$ cat config.mk
export PLATFORM = sky130hd
export DESIGN_NAME = dbg_frame_gen
export DESIGN_NICKNAME = d
export VERILOG_FILES = /design/src/rtl/dbg_frame_pkg.sv /design/src/rtl/dbg_frame_gen.sv
export SDC_FILE = /design/constraint.sdc
export NUM_CORES = 1
export LEC_CHECK = 0
export CAP_MARGIN = 0
export CORE_MARGIN = 4
export CORE_UTILIZATION = 50
export DETAILED_ROUTE_END_ITERATION = 8
export PLACE_DENSITY = 0.76
export SLEW_MARGIN = 20
export SYNTH_ARGS = -nofsm -noshare
export SYNTH_HDL_FRONTEND = slang
export SYNTH_SLANG_ARGS = --single-unit
$ cat constraint.sdc
create_clock -name fclk -period 3 [get_ports fclk]
set_input_delay 0.45 -clock fclk [delete_from_list [all_inputs] [get_ports fclk]]
set_output_delay 0.45 -clock fclk [all_outputs]
set_load 0.1 [all_outputs]
$ cat src/rtl/dbg_frame_pkg.sv
// Shared definitions for the debug-bridge frame generator: command bytes,
// FSM state type and the word-to-byte selection helper.
package dbg_frame_pkg;

    localparam logic [7:0] CMD_WRITE = 8'h10;
    localparam logic [7:0] CMD_READ  = 8'h11;

    typedef enum logic [2:0] {
        ST_IDLE  = 3'd0,
        ST_CMD   = 3'd1,
        ST_LEN   = 3'd2,
        ST_ADDR  = 3'd3,
        ST_FETCH = 3'd4,
        ST_DATA  = 3'd5,
        ST_DONE  = 3'd6
    } frame_state_t;

    // Select byte idx of a 32-bit word, index 0 being the most significant byte.
    function automatic logic [7:0] word_byte(input logic [31:0] w, input logic [1:0] idx);
        logic [7:0] b;
        case (idx)
            2'd0:    b = w[31:24];
            2'd1:    b = w[23:16];
            2'd2:    b = w[15:8];
            2'd3:    b = w[7:0];
            default: b = 8'h00;
        endcase
        return b;
    endfunction

endpackage

$ cat src/rtl/dbg_frame_gen.sv
// Streams a block of 32-bit words into the debug-bridge TX byte FIFO as
// write-command frames: CMD_WRITE, LEN, ADDR (MSB first), then data bytes.
// Long transfers are split into frames of WORDS_PER_FRAME words.
module dbg_frame_gen
    import dbg_frame_pkg::*;
#(
    parameter int WORDS_PER_FRAME = 4,
    parameter int CNT_W           = 16
) (
    input  logic             fclk,
    input  logic             fpga_reset_n,
    input  logic             start_i,
    input  logic [31:0]      base_addr_i,
    input  logic [CNT_W-1:0] word_cnt_i,
    output logic             busy_o,
    output logic             done_o,
    input  logic             word_valid_i,
    input  logic [31:0]      word_data_i,
    output logic             word_ready_o,
    output logic             byte_valid_o,
    output logic [7:0]       byte_data_o,
    input  logic             byte_accept_i
);

    localparam int FW_W = $clog2(WORDS_PER_FRAME + 1);

    frame_state_t     state_q, state_d;
    logic             busy_q, busy_d;
    logic             done_q, done_d;
    logic             word_ready_q, word_ready_d;
    logic             byte_valid_q, byte_valid_d;
    logic [7:0]       byte_data_q, byte_data_d;
    logic [31:0]      addr_q, addr_d;
    logic [CNT_W-1:0] remaining_q, remaining_d;
    logic [FW_W-1:0]  frame_left_q, frame_left_d;
    logic [7:0]       len_q, len_d;
    logic [1:0]       byte_idx_q, byte_idx_d;
    logic [31:0]      word_q, word_d;

    logic [FW_W-1:0]  frame_words_s;
    logic [7:0]       len_s;
    logic             byte_acc_s;
    logic             word_hs_s;

    assign frame_words_s = (remaining_q > CNT_W'(WORDS_PER_FRAME)) ? FW_W'(WORDS_PER_FRAME)
                                                                   : FW_W'(remaining_q);
    assign len_s         = 8'({frame_words_s, 2'b00});
    assign byte_acc_s    = byte_valid_q && byte_accept_i;
    assign word_hs_s     = word_ready_q && word_valid_i;

    // Next-state, next-output and counter update logic for the framing FSM.
    always_comb begin
        state_d      = state_q;
        busy_d       = busy_q;
        done_d       = 1'b0;
        word_ready_d = word_ready_q;
        byte_valid_d = byte_valid_q;
        byte_data_d  = byte_data_q;
        addr_d       = addr_q;
        remaining_d  = remaining_q;
        frame_left_d = frame_left_q;
        len_d        = len_q;
        byte_idx_d   = byte_idx_q;
        word_d       = word_q;

        case (state_q)
            ST_IDLE: begin
                if (start_i) begin
                    busy_d = 1'b1;
                    if (word_cnt_i != {CNT_W{1'b0}}) begin
                        addr_d       = base_addr_i;
                        remaining_d  = word_cnt_i;
                        state_d      = ST_CMD;
                        byte_valid_d = 1'b1;
                        byte_data_d  = CMD_WRITE;
                    end else begin
                        // Empty transfer: pass through DONE without emitting bytes.
                        state_d = ST_DONE;
                    end
                end else begin
                    state_d = ST_IDLE;
                end
            end

            ST_CMD: begin
                if (byte_acc_s) begin
                    state_d      = ST_LEN;
                    byte_data_d  = len_s;
                    len_d        = len_s;
                    frame_left_d = frame_words_s;
                end else begin
                    state_d = ST_CMD;
                end
            end

            ST_LEN: begin
                if (byte_acc_s) begin
                    state_d     = ST_ADDR;
                    byte_idx_d  = 2'd0;
                    byte_data_d = word_byte(addr_q, 2'd0);
                end else begin
                    state_d = ST_LEN;
                end
            end

            ST_ADDR: begin
                if (byte_acc_s) begin
                    if (byte_idx_q == 2'd3) begin
                        state_d      = ST_FETCH;
                        byte_valid_d = 1'b0;
                        word_ready_d = 1'b1;
                    end else begin
                        byte_idx_d  = byte_idx_q + 2'd1;
                        byte_data_d = word_byte(addr_q, byte_idx_q + 2'd1);
                    end
                end else begin
                    state_d = ST_ADDR;
                end
            end

            ST_FETCH: begin
                if (word_hs_s) begin
                    state_d      = ST_DATA;
                    word_d       = word_data_i;
                    word_ready_d = 1'b0;
                    byte_valid_d = 1'b1;
                    byte_data_d  = word_byte(word_data_i, 2'd0);
                    byte_idx_d   = 2'd0;
                    remaining_d  = remaining_q - CNT_W'(1'b1);
                    frame_left_d = frame_left_q - FW_W'(1'b1);
                end else begin
                    state_d = ST_FETCH;
                end
            end

            ST_DATA: begin
                if (byte_acc_s) begin
                    if (byte_idx_q == 2'd3) begin
                        byte_valid_d = 1'b0;
                        if (frame_left_q != {FW_W{1'b0}}) begin
                            state_d      = ST_FETCH;
                            word_ready_d = 1'b1;
                        end else if (remaining_q != {CNT_W{1'b0}}) begin
                            // Next frame starts right after this one; address wraps silently.
                            state_d      = ST_CMD;
                            addr_d       = addr_q + {24'h000000, len_q};
                            byte_valid_d = 1'b1;
                            byte_data_d  = CMD_WRITE;
                        end else begin
                            state_d = ST_DONE;
                            done_d  = 1'b1;
                            busy_d  = 1'b0;
                        end
                    end else begin
                        byte_idx_d  = byte_idx_q + 2'd1;
                        byte_data_d = word_byte(word_q, byte_idx_q + 2'd1);
                    end
                end else begin
                    state_d = ST_DATA;
                end
            end

            ST_DONE: begin
                // done_q already high means the pulse is on the outputs now.
                if (done_q) begin
                    state_d = ST_IDLE;
                end else begin
                    done_d = 1'b1;
                    busy_d = 1'b0;
                end
            end

            default: begin
                state_d      = ST_IDLE;
                busy_d       = 1'b0;
                word_ready_d = 1'b0;
                byte_valid_d = 1'b0;
                byte_data_d  = 8'h00;
            end
        endcase
    end

    // State, counter and registered-output flops with asynchronous reset.
    always_ff @(posedge fclk or negedge fpga_reset_n) begin
        if (!fpga_reset_n) begin
            state_q      <= ST_IDLE;
            busy_q       <= 1'b0;
            done_q       <= 1'b0;
            word_ready_q <= 1'b0;
            byte_valid_q <= 1'b0;
            byte_data_q  <= 8'h00;
            addr_q       <= 32'h00000000;
            remaining_q  <= {CNT_W{1'b0}};
            frame_left_q <= {FW_W{1'b0}};
            len_q        <= 8'h00;
            byte_idx_q   <= 2'd0;
            word_q       <= 32'h00000000;
        end else begin
            state_q      <= state_d;
            busy_q       <= busy_d;
            done_q       <= done_d;
            word_ready_q <= word_ready_d;
            byte_valid_q <= byte_valid_d;
            byte_data_q  <= byte_data_d;
            addr_q       <= addr_d;
            remaining_q  <= remaining_d;
            frame_left_q <= frame_left_d;
            len_q        <= len_d;
            byte_idx_q   <= byte_idx_d;
            word_q       <= word_d;
        end
    end

    assign busy_o       = busy_q;
    assign done_o       = done_q;
    assign word_ready_o = word_ready_q;
    assign byte_valid_o = byte_valid_q;
    assign byte_data_o  = byte_data_q;

endmodule

== After elaboration in Yosys (flattened, before gate mapping) ==
Index checks and enable logic that the tools add are counted.

* Bits in registers: 103
* Latch bits: 0
* Bits in writable memories: 0
* Bits in read-only memories: 0
* Output and inout port bits: 12
* Memories: 0

* Add/sub/neg operators: 4
* $mul: 0
* Divide/modulo/power cells: 0
* Magnitude comparators: 1
* Eq/ne operators: 32
* Shift operators: 0
* Muxes and demuxes: 77
* Bitwise logic cells: 4
* Reductions and logical operators: 26

{| class="wikitable"
|+ Operator list
! operator !! number
|-
| $mux 32 || 6
|-
| $mux 8 || 11
|-
| $pmux 32 s2 || 1
|-
| $pmux 8 s4 || 2
|-
| $pmux 8 s7 || 1
|-
| $mux 16 || 3
|-
| $mux 3 || 12
|-
| $ne 2x2->1 const B || 17
|-
| $add 32x5->32 || 1
|-
| $pmux 16 s2 || 1
|-
| $reduce_bool 16->1 || 2
|-
| $mux 1 || 28
|-
| $pmux 3 s7 || 1
|-
| $reduce_and 7->1 || 3
|-
| $gt 16x3->1 const B || 1
|-
| $sub 16x1->16 const B || 1
|-
| $ne 3x3->1 const B || 4
|-
| $reduce_and 11->1 || 1
|-
| $mux 2 || 5
|-
| $eq 3x3->1 const B || 3
|-
| $pmux 1 s4 || 2
|-
| $reduce_and 8->1 || 1
|-
| $reduce_or 4->1 || 2
|-
| $eq 2x2->1 const B || 3
|-
| other kinds (22) || 32
|}

== Depth between registers and ports, before layout ==
Gate-level depths: netlist (run 1).

* Word-level depth: 6
* Mapped depth: 10
* Mapped depth without buffers: 9

== Worst setup path before layout (run 1) ==
Ideal clock, no wire load.

* Path type: register to register
* Start: register byte_valid_q (netlist: byte_valid_o)
* End: register byte_data_q[0] (netlist: byte_data_o[0])
* Setup time: 125 ps
* Data arrival time: 2328 ps
* Slack: 546 ps
* Stages on the path, launching flop included: 8
* Clock period less this slack: 2454 ps
* Cell sequence: dfrtp_1 > and2_1 > buf_6 > nor2_1 > o21ai_0 > o211ai_1 > nor3_4 > mux2_2

* Word-level cells in the longest chain between the ends: 3

{| class="wikitable"
|+ Ends and longest elaborated chain
! what !! RTL line !! source
|-
| start: declaration || dbg_frame_gen.sv:31 || <nowiki>logic byte_valid_q, byte_valid_d;</nowiki>
|-
| start signal: assignment || dbg_frame_gen.sv:203 || <nowiki>byte_valid_q <= byte_valid_d;</nowiki>
|-
| $logic_and 1x1->1 (*) || dbg_frame_gen.sv:48 || <nowiki>assign byte_acc_s = byte_valid_q && byte_accept_i;</nowiki>
|-
| $ne 2x2->1 (no line) || -- ||
|-
| $reduce_and 11->1 (no line) (*) || -- ||
|-
| end signal: assignment || dbg_frame_gen.sv:204 || <nowiki>byte_data_q <= byte_data_d;</nowiki>
|-
| end: declaration || dbg_frame_gen.sv:32 || <nowiki>logic [7:0] byte_data_q, byte_data_d;</nowiki>
|}

Every way passes the cells marked *; elsewhere a longest branch is shown, timed or not.
A chain may end at the register's enable or synchronous reset.

== Final worst setup path (run 1) ==
* Start: register addr_q[2]
* End: register addr_q[14]

* Word-level cells in the longest chain between the ends: 6

{| class="wikitable"
|+ Ends and longest elaborated chain
! what !! RTL line !! source
|-
| start: declaration || dbg_frame_gen.sv:33 || <nowiki>logic [31:0] addr_q, addr_d;</nowiki>
|-
| start signal: assignment || dbg_frame_gen.sv:205 || <nowiki>addr_q <= addr_d;</nowiki>
|-
| $add 32x5->32 || dbg_frame_gen.sv:146 || <nowiki>addr_d = addr_q + {24'h000000, len_q};</nowiki>
|-
| $mux 32 || dbg_frame_gen.sv:143 || <nowiki>end else if (remaining_q != {CNT_W{1'b0}}) begin</nowiki>
|-
| $mux 32 || dbg_frame_gen.sv:140 || <nowiki>if (frame_left_q != {FW_W{1'b0}}) begin</nowiki>
|-
| $mux 32 || dbg_frame_gen.sv:138 || <nowiki>if (byte_idx_q == 2'd3) begin</nowiki>
|-
| $mux 32 || dbg_frame_gen.sv:137 || <nowiki>if (byte_acc_s) begin</nowiki>
|-
| $pmux 32 s2 || dbg_frame_gen.sv:66 || <nowiki>case (state_q)</nowiki>
|}

No other way between the ends. The select of a mux whose other input is x is not followed.

==> impl_metrics.json, run 1 <==
{
  "status": "finished clean",
  "layout.nets": 836,
  "cellPowerDensity_nw_per_um2": 369,
  "synth_top_area_cell": "dfrtp_1",
  "final_cells": 887,
  "critPathMostFrequentCell": "o21ai_0",
  "worst_pin_slew_ns": 0.770,
  "fillCellCount": 984,
  "grt_pass1_wl_mm": 27.0,
  "ant_nets": 0,
  "cts_num_sinks": 95,
  "fin_skew_ns": 0.00721,
  "die_area_um2": 13500,
  "async_flop_share": 1.00,
  "synth_top_cell_area_share": 0.406,
  "syn_area_um2": 5860,
  "required_ns": 3.29,
  "cts_tree": "built",
  "postSynthCellCount": 654,
  "cts_buffer_depth": 2,
  "rsz0062_at_grt": "no",
  "drive_above_1_share": 0.138,
  "synthToLayoutAreaGrowth_pct": 23.4,
  "rrSetupSlack_ns": 0.33,
  "postCtsResizedCells": 0,
  "grt_overflow": 0,
  "ys_types": 71,
  "drt_iter0_markers": 674,
  "cp_cell_sequence": "ha_1 > inv_1 > fa_1 > nor2b_1 > o21ai_0 > nor2_1 > nand2_1 > o21ai_0 > a22o_1",
  "cts-root-buf": "clkbuf_16",
  "synth_edf_count": 0,
  "drc": 0,
  "cts_made_buffers": 9,
  "slowest_stage": "dfrtp_1",
  "drv_cap": 0,
  "finalCritPeriodShare": 0.890,
  "end_kind": "register",
  "post-place-cells": 871,
  "initial_core_util": 0.513,
  "wl_per_cell_um": 18.9,
  "critPathMaxFanout": 6,
  "p_leak_nw": 3.08,
  "postRouteWirelength_mm": 16.8,
  "tns_ns": 0,
  "place.gp.congestion": 0.905,
  "clock_latency_ns": 0.35,
  "first_pass_iters": 6,
  "synth.avg_cell_area_um2": 8.95,
  "htreeDepth": 3,
  "row_count": 39,
  "ys.warnings.count": 0,
  "slew_headroom": 0.481,
  "report.final.slew_viol_count": 0,
  "synthFlopType": "dfrtp_1",
  "synth_most_common_cell": "dfrtp_1",
  "crit_buf_inv": 1,
  "synth_fp_nets": 751,
  "vias": 5674,
  "die_w_um": 116,
  "clock.fmax_ghz": 0.375,
  "max-vdd-ir-drop_uv": 277,
  "cpPeakStageDelay_ns": 0.40,
  "hp-class": "in2async",
  "cts_setup_buffers": 0,
  "grt.total_usage": 0.253,
  "grt_max_degree": 52,
  "ys_top_cells_by_count": "dfrtp_1 (95), a21oi_1 (75), o21ai_0 (62), nand2_1 (59), nor2_1 (45)",
  "worst_ep_arrival_time_ns": 2.96,
  "layout_min_cycle_time_ns": 2.67,
  "ys_seq_elements": 95,
  "path_class": "reg2reg",
  "antenna_found_initial": 0,
  "path_clk_slew_ns": 0.07,
  "yosysSeqAreaShare": 0.406,
  "hold_viol": 0,
  "cp_top_family": "simple AND/OR/NAND/NOR gates",
  "core_um2": 11400,
  "fp.dieH_um": 116,
  "timing.final.setup_violations": 0,
  "synth_area_leaders": "dfrtp_1 (41%), a21oi_1 (6.4%), mux2_2 (6.3%), o21ai_0 (5.3%), nand2_1 (3.8%)",
  "hpwlAfterDp_mm": 12.4,
  "holdBufCountCts": 0,
  "port_buffers": 96,
  "pin_count": 97,
  "cp-start-kind": "register",
  "grt_pass1_vias": 5259,
  "avgViaCountPerCell": 6.40,
  "antenna_cells": 0
}
## layer usage
layer / GRT usage / up-vias / wire length (um)
met2: 0.398 / 285 / 8030
li1: - / 2644 / -
met4: 0.0920 / 0 / 324
met5: 0 / - / 0
met3: 0.0358 / 28 / 1270
met1: 0.357 / 2717 / 7150
## state kept, by name, summed over array words and instances (netlist names)
register / cells
addr_q: 32
word_q: 24
remaining_q: 16
byte_data_o: 8
frame_left_q: 3
len_q: 3
state_q: 3
byte_idx_q: 2
busy_o: 1
byte_valid_o: 1
done_o: 1
word_ready_o: 1
## per-stage QoR
stage	power, mW	instance area (um^2)	hold slack (ns)	setup slack (ns)	utilization
after detailed placement	1.48	6920	0.469	0.268	0.606
after floorplan	1.33	5860	0.154	0.546	-
after global routing	2.75	7230	0.206	0.202	0.633
final	2.67	7230	0.154	0.331	0.633
after global placement	1.48	6920	0.466	0.356	0.606
after CTS	2.69	7230	0.176	0.418	0.633
## logic make-up (layout without fill, tap and decap cells)
| logic type | Yosys count | in the layout | synth area share |
|---|---|---|---|
| adder cells (fa/ha/maj) | 13 | 13 | 0.0286 |
| AO/OA/AOI/OAI | 242 | 242 | 0.263 |
| multiplexers | 35 | 35 | 0.0669 |
| flip-flops | 95 | 95 | 0.406 |
| XOR/XNOR | 1 | 1 | 0.00150 |
| buffers and inverters | 65 | 155 | 0.0519 |
| AND/OR/NAND/NOR | 203 | 203 | 0.182 |
## cell type report
| cell class | count | area, um^2 | area share |
|---|---|---|---|
| multi-input combinational | 494 | 3180 | 0.440 |
| inverter | 22 | 82.6 | 0.0114 |
| clock inverter | 6 | 73.8 | 0.0102 |
| sequential | 95 | 2380 | 0.329 |
| tap | 143 | 179 | 0.0248 |
| clock buffer | 10 | 239 | 0.0331 |
| timing repair buffer | 117 | 1100 | 0.152 |
## cell usage in the layout, fill, tap and decap left out, types with 3 or more instances in the layout
| cell type | count |
|---|---|
| a211oi_1 | 3 |
| a21oi_1 | 75 |
| a221oi_1 | 3 |
| a222oi_1 | 15 |
| a22oi_1 | 12 |
| a2bb2oi_1 | 3 |
| a31oi_1 | 5 |
| a32oi_1 | 4 |
| and2_1 | 4 |
| and3_1 | 6 |
| and4_1 | 3 |
| buf_4 | 33 |
| clkbuf_16 | 9 |
| clkdlybuf4s50_1 | 83 |
| dfrtp_1 | 95 |
| ha_1 | 11 |
| inv_1 | 21 |
| mux2_2 | 33 |
| nand2_1 | 59 |
| nand2b_1 | 5 |
| nand3_1 | 26 |
| nand4_1 | 5 |
| nor2_1 | 45 |
| nor2b_1 | 6 |
| nor3_1 | 11 |
| nor3_2 | 3 |
| nor4_1 | 9 |
| o211ai_1 | 7 |
| o21a_1 | 3 |
| o21ai_0 | 62 |
| o221ai_1 | 7 |
| o22ai_1 | 16 |
| o2bb2ai_1 | 5 |
| or3_1 | 4 |
## power by group
part | switching (mW) | internal (mW) | total [mW]
Combinational | 0.0621 | 0.110 | 0.173
Clock | 0.534 | 0.681 | 1.22
Sequential | 0.00000238 | 1.28 | 1.28
## final timing paths
check | start | end | depth (start not counted)
worst max-delay path | addr_q[2] | addr_q[14] | 9
worst min-delay path | fpga_reset_n | remaining_q[4] | 1
worst max register to register | addr_q[2] | addr_q[14] | 9
worst min register to register | len_q[2] | len_q[2] | 2
max in group asynchronous | fpga_reset_n | word_q[18] | 2
min in group fclk | len_q[2] | len_q[2] | 2
No activity file was read; power rests on OpenSTA's default activity.
==> run 2: changes to the inputs <==
CORE_UTILIZATION = 55   (was 50)
PLACE_DENSITY = 0.82   (was 0.76)
==> impl_metrics.json, run 2 (synthesis results as in run 1) <==
{
  "status": "finished clean",
  "switching_share": 0.254,
  "fp.dieH_um": 111,
  "p_int_mw": 1.71,
  "layout_commonest_cell": "dfrtp_1",
  "holdBufCountCts": 0,
  "grt_pass1_vias": 5538,
  "rsz0062_at_grt": "no",
  "first_pass_iters": 6,
  "power.total_mw": 2.30,
  "layout_min_cycle_time_ns": 2.53,
  "port_buffers": 96,
  "antenna_cells": 0,
  "postCtsResizedCells": 0,
  "synthToLayoutAreaGrowth_pct": 21.3,
  "largest_registers": "addr_q (32), word_q (24), remaining_q (16)",
  "die_w_um": 111,
  "grt_overflow": 0,
  "slew_headroom": 0.506,
  "clock.fmax_ghz": 0.396,
  "grt_max_degree": 52,
  "fillCellCount": 845,
  "p_comb_frac": 0.075,
  "timing.final.setup_violations": 0,
  "hold_viol": 0,
  "initial_core_util": 0.565,
  "clock_latency_ns": 0.38,
  "drc": 0,
  "hpwlAfterDp_mm": 12.4,
  "end_kind": "register",
  "wl_per_cell_um": 19.2,
  "ant_nets": 0,
  "critPathMaxFanout": 7,
  "place.gp.congestion": 0.941,
  "avgViaCountPerCell": 6.54,
  "multi_input_area_um2": 3180,
  "path_class": "reg2reg",
  "cts-root-buf": "clkbuf_8",
  "p_seq_frac": 0.558,
  "drive_above_1_share": 0.138,
  "cellPowerDensity_nw_per_um2": 323,
  "die_area_um2": 12400,
  "grt.total_usage": 0.271,
  "finalCritPeriodShare": 0.842,
  "max-vdd-ir-drop_uv": 213,
  "core_um2": 10400,
  "row_count": 37,
  "worst_ep_arrival_time_ns": 2.85,
  "tns_ns": 0,
  "switchingPower_uw": 584,
  "regMostFlops": "addr_q",
  "p_leak_nw": 3.02,
  "cts_num_sinks": 95,
  "postRouteWirelength_mm": 16.9,
  "layout.nets": 836,
  "path_clk_slew_ns": 0.11,
  "cts_made_buffers": 9,
  "p_clk_frac": 0.368,
  "drv_cap": 0,
  "fin_skew_ns": 0.0119,
  "placed_area_um2": 6920,
  "required_ns": 3.32,
  "htreeDepth": 3,
  "drt_iter0_markers": 652,
  "report.final.slew_viol_count": 0,
  "cts_buffer_depth": 2,
  "antenna_found_initial": 0,
  "final_area_um2": 7110,
  "largest_reg_flops": 32,
  "seqCellArea_um2": 2380,
  "hp-class": "in2async",
  "mostFrequentLayoutCells": "dfrtp_1 (95), clkdlybuf4s50_1 (83), a21oi_1 (75)",
  "grt_pass1_wl_mm": 27.7,
  "vias": 5755,
  "cp-start-kind": "register",
  "worst_pin_slew_ns": 0.740,
  "cts_tree": "built",
  "pin_count": 97,
  "cts_setup_buffers": 0
}
[run 2: changes by cell type in the layout (fill, tap and decap cells not counted), moves of 2 or more]
cell        change
clkbuf_16       -9
clkbuf_8        +8
clkinv_4        +2
clkinvlp_4      -2
[run 2: routing by layer]
metal  vias up  GRT usage  routed length [um]
li1       2636          -                   -
met1      2763      0.361                6850
met2       303      0.435                8120
met3        53     0.0551                1370
met4         0      0.106                 581
met5         -          0                   0
[run 2: path summary, 6_finish.rpt]
check,from,slack [ns],to,cells after the start
min in group fclk,word_q[3],0.50,word_q[3],2
max in group asynchronous,fpga_reset_n,2.19,word_q[8],2
worst min-delay path,fpga_reset_n,0.11,remaining_q[4],1
worst max-delay path,addr_q[2],0.47,addr_q[22],9
worst max register to register,addr_q[2],0.47,addr_q[22],9
worst min register to register,word_q[3],0.50,word_q[3],2
[run 2: cell type report]
cell class | count | share of cell area
multi-input cells | 494 | 0.447
well taps | 136 | 0.0239
flip-flops and latches | 95 | 0.335
inverters | 22 | 0.0116
repair buffers | 117 | 0.156
clock buffers | 9 | 0.0174
clock inverters | 7 | 0.00880
[run 2: worst max-delay path: stages, from the launching register on]
cell	delay, ns
dfrtp_1	0.42
ha_1	0.23
inv_1	0.07
fa_1	0.38
nor2b_1	0.19
o2111ai_1	0.38
nor2_1	0.36
nand3_1	0.11
a21oi_1	0.17
o22a_1	0.15
[run 2: stage by stage]
stage                     utilization  hold WS [ns]  instances  setup slack (ns)
after floorplan                     -         0.154        654             0.546
after global placement          0.667         0.461        864             0.290
after detailed placement        0.667         0.467        864             0.209
after CTS                       0.685         0.135        880             0.530
after global routing            0.685         0.151        880             0.245
final                           0.685         0.108        880             0.475
[run 2: power by group through the flow]
| stage | clock, mW | sequential, mW | combinational [mW] |
|---|---|---|---|
| final | 0.844 | 1.28 | 0.172 |
| after global placement | 0 | 1.30 | 0.170 |
| after floorplan | 0 | 1.31 | 0.0203 |
| after CTS | 0.846 | 1.28 | 0.173 |
| after detailed placement | 0 | 1.30 | 0.171 |
| after global routing | 0.910 | 1.28 | 0.185 |
==> run 3: changes to the inputs <==
CORE_UTILIZATION = 54   (was 55)
PLACE_DENSITY = 0.81   (was 0.82)
clock period = 2.5 ns   (was 3 ns; I/O delays follow)
==> impl_metrics.json, run 3 (synthesis results as in run 1) <==
{
  "postRouteWirelength_mm": 17.2,
  "dpl_worst_slack_ns": -0.0248,
  "power.total_mw": 2.76,
  "path_class": "reg2reg",
  "die_w_um": 112,
  "port_buffers": 96,
  "row_count": 37,
  "cp-start-kind": "register",
  "cts-root-buf": "clkbuf_8",
  "reg2regPathDepth": 9,
  "largest_registers": "addr_q (32), word_q (24), remaining_q (16)",
  "post-place-cells": 875,
  "worst_pin_slew_ns": 0.638,
  "grt_pass1_wl_mm": 28.1,
  "status": "finished clean",
  "antenna_found_initial": 0,
  "holdPathStages": 2,
  "final_cells": 892,
  "layout_commonest_cell": "dfrtp_1",
  "rrSetupSlack_ns": 0.15,
  "place.gp.congestion": 0.944,
  "cts_setup_buffers": 0,
  "rsz0062_at_grt": "yes",
  "report.final.slew_viol_count": 0,
  "grt.total_usage": 0.274,
  "max-vdd-ir-drop_uv": 383,
  "wl_per_cell_um": 19.3,
  "cts_num_sinks": 95,
  "ant_nets": 0,
  "grt_pass1_vias": 5620,
  "cts_buffer_depth": 2,
  "slowest_stage": "dfrtp_1",
  "cts_tree": "built",
  "multi_input_area_um2": 3180,
  "largest_reg_flops": 32,
  "layout_min_cycle_time_ns": 2.35,
  "regToRegStartpoint": "addr_q[2]",
  "p_leak_nw": 3.09,
  "die_area_um2": 12600,
  "hold_slack_ns": 0.494,
  "core_um2": 10500,
  "hold_path_end": "word_q[3]",
  "hold_viol": 0,
  "htreeDepth": 3,
  "finalCritPeriodShare": 0.939,
  "initial_core_util": 0.560,
  "cellPowerDensity_nw_per_um2": 382,
  "fillCellCount": 861,
  "cp_cell_sequence": "ha_1 > inv_1 > fa_1 > nor2b_1 > o21ai_0 > nor2_1 > nand2_1 > o21ai_0 > a22o_1",
  "drc": 0,
  "critPathMostFrequentCell": "o21ai_0",
  "required_ns": 2.85,
  "worst_ep_arrival_time_ns": 2.69,
  "grt_overflow": 0,
  "worst_slack_ns": 0.153,
  "timing.final.setup_violations": 0,
  "synthToLayoutAreaGrowth_pct": 23.4,
  "regMostFlops": "addr_q",
  "hp-class": "reg2reg",
  "seqCellArea_um2": 2380,
  "cts_made_buffers": 9,
  "min_from": "word_q[3]",
  "end_kind": "register",
  "avgViaCountPerCell": 6.42,
  "drt_iter0_markers": 622,
  "clock_latency_ns": 0.40,
  "clock.fmax_ghz": 0.426,
  "tns_ns": 0,
  "fin_skew_ns": 0.0153,
  "critPathMaxFanout": 4,
  "hpwlAfterDp_mm": 12.6,
  "rr_endpoint": "addr_q[14]",
  "cpPeakStageDelay_ns": 0.41,
  "drv_cap": 0,
  "drive_above_1_share": 0.152,
  "fp.dieH_um": 112,
  "mostFrequentLayoutCells": "dfrtp_1 (95), clkdlybuf4s50_1 (83), a21oi_1 (75)",
  "grt_max_degree": 59,
  "path_clk_slew_ns": 0.11,
  "first_pass_iters": 6,
  "layout.nets": 848,
  "antenna_cells": 0,
  "vias": 5723,
  "pin_count": 97,
  "slew_headroom": 0.574
}
[run 3: cell types whose count changed in the layout (fill, tap and decap cells not counted), sizes merged]
cell	delta
clkinv	-3
dlygate4sd3	+1
buf	+11
clkinvlp	+3
[run 3: critical path, delay by kind of cell, from the launching register on]
| kind | cells | cell delay (ns) |
|---|---|---|
| DFF | 1 | 0.41 |
| adders and majority gates | 2 | 0.58 |
| AOI/OAI and AO/OA | 3 | 0.53 |
| and+or+nand+nor | 3 | 0.70 |
| buffers and inverters | 1 | 0.06 |
[run 3: area by class of cell]
class | count | area share
well taps | 136 | 0.0235
multi-input cells | 494 | 0.440
clock buffers | 9 | 0.0171
clock inverters | 7 | 0.00866
flip-flops and latches | 95 | 0.329
repair buffers | 129 | 0.170
inverters | 22 | 0.0114
[run 3: per-stage QoR]
step / util / cell area [um^2]
floorplan: - / 5860
global placement: 0.672 / 7030
detailed placement: 0.672 / 7030
CTS: 0.690 / 7220
global route: 0.691 / 7230
finish: 0.691 / 7230
[run 3: report_power, final]
| group | total (mW) | internal [mW] | leakage, nW | switching (mW) |
|---|---|---|---|---|
| Clock | 1.01 | 0.382 | 0.0863 | 0.627 |
| Combinational | 0.213 | 0.137 | 1.73 | 0.0756 |
| Sequential | 1.54 | 1.54 | 1.27 | 0.00000257 |
| Total | 2.76 | 2.05 | 3.09 | 0.702 |
[run 3: repair_timing]
| item | 4_1_cts | 5_1_grt |
|---|---|---|
| resized for setup | 0 | 1 |
| hold endpoints to repair | 37 | 0 |
| hold buffers | 1 | 0 |
| endpoints found under the setup margin | 0 | 4 |
[run 3: worst max path at each step]
stage / startpoint / end / slack [ns]
3_3_place_gp: word_cnt_i[4] / byte_data_o[4] / 0.01
6_report: addr_q[2] / addr_q[14] / 0.15
4_1_cts: addr_q[2] / addr_q[14] / 0.19
2_1_floorplan: byte_valid_o / byte_data_o[0] / 0.05
3_5_place_dp: word_cnt_i[4] / byte_data_o[4] / -0.02
5_1_grt: addr_q[2] / addr_q[12] / -0.04
[run 3: layer usage]
metal | GRT usage | part of all wire
met2 | 0.444 | 0.49
met4 | 0.0897 | 0.024
met1 | 0.363 | 0.42
met3 | 0.0663 | 0.073
met5 | 0 | 0
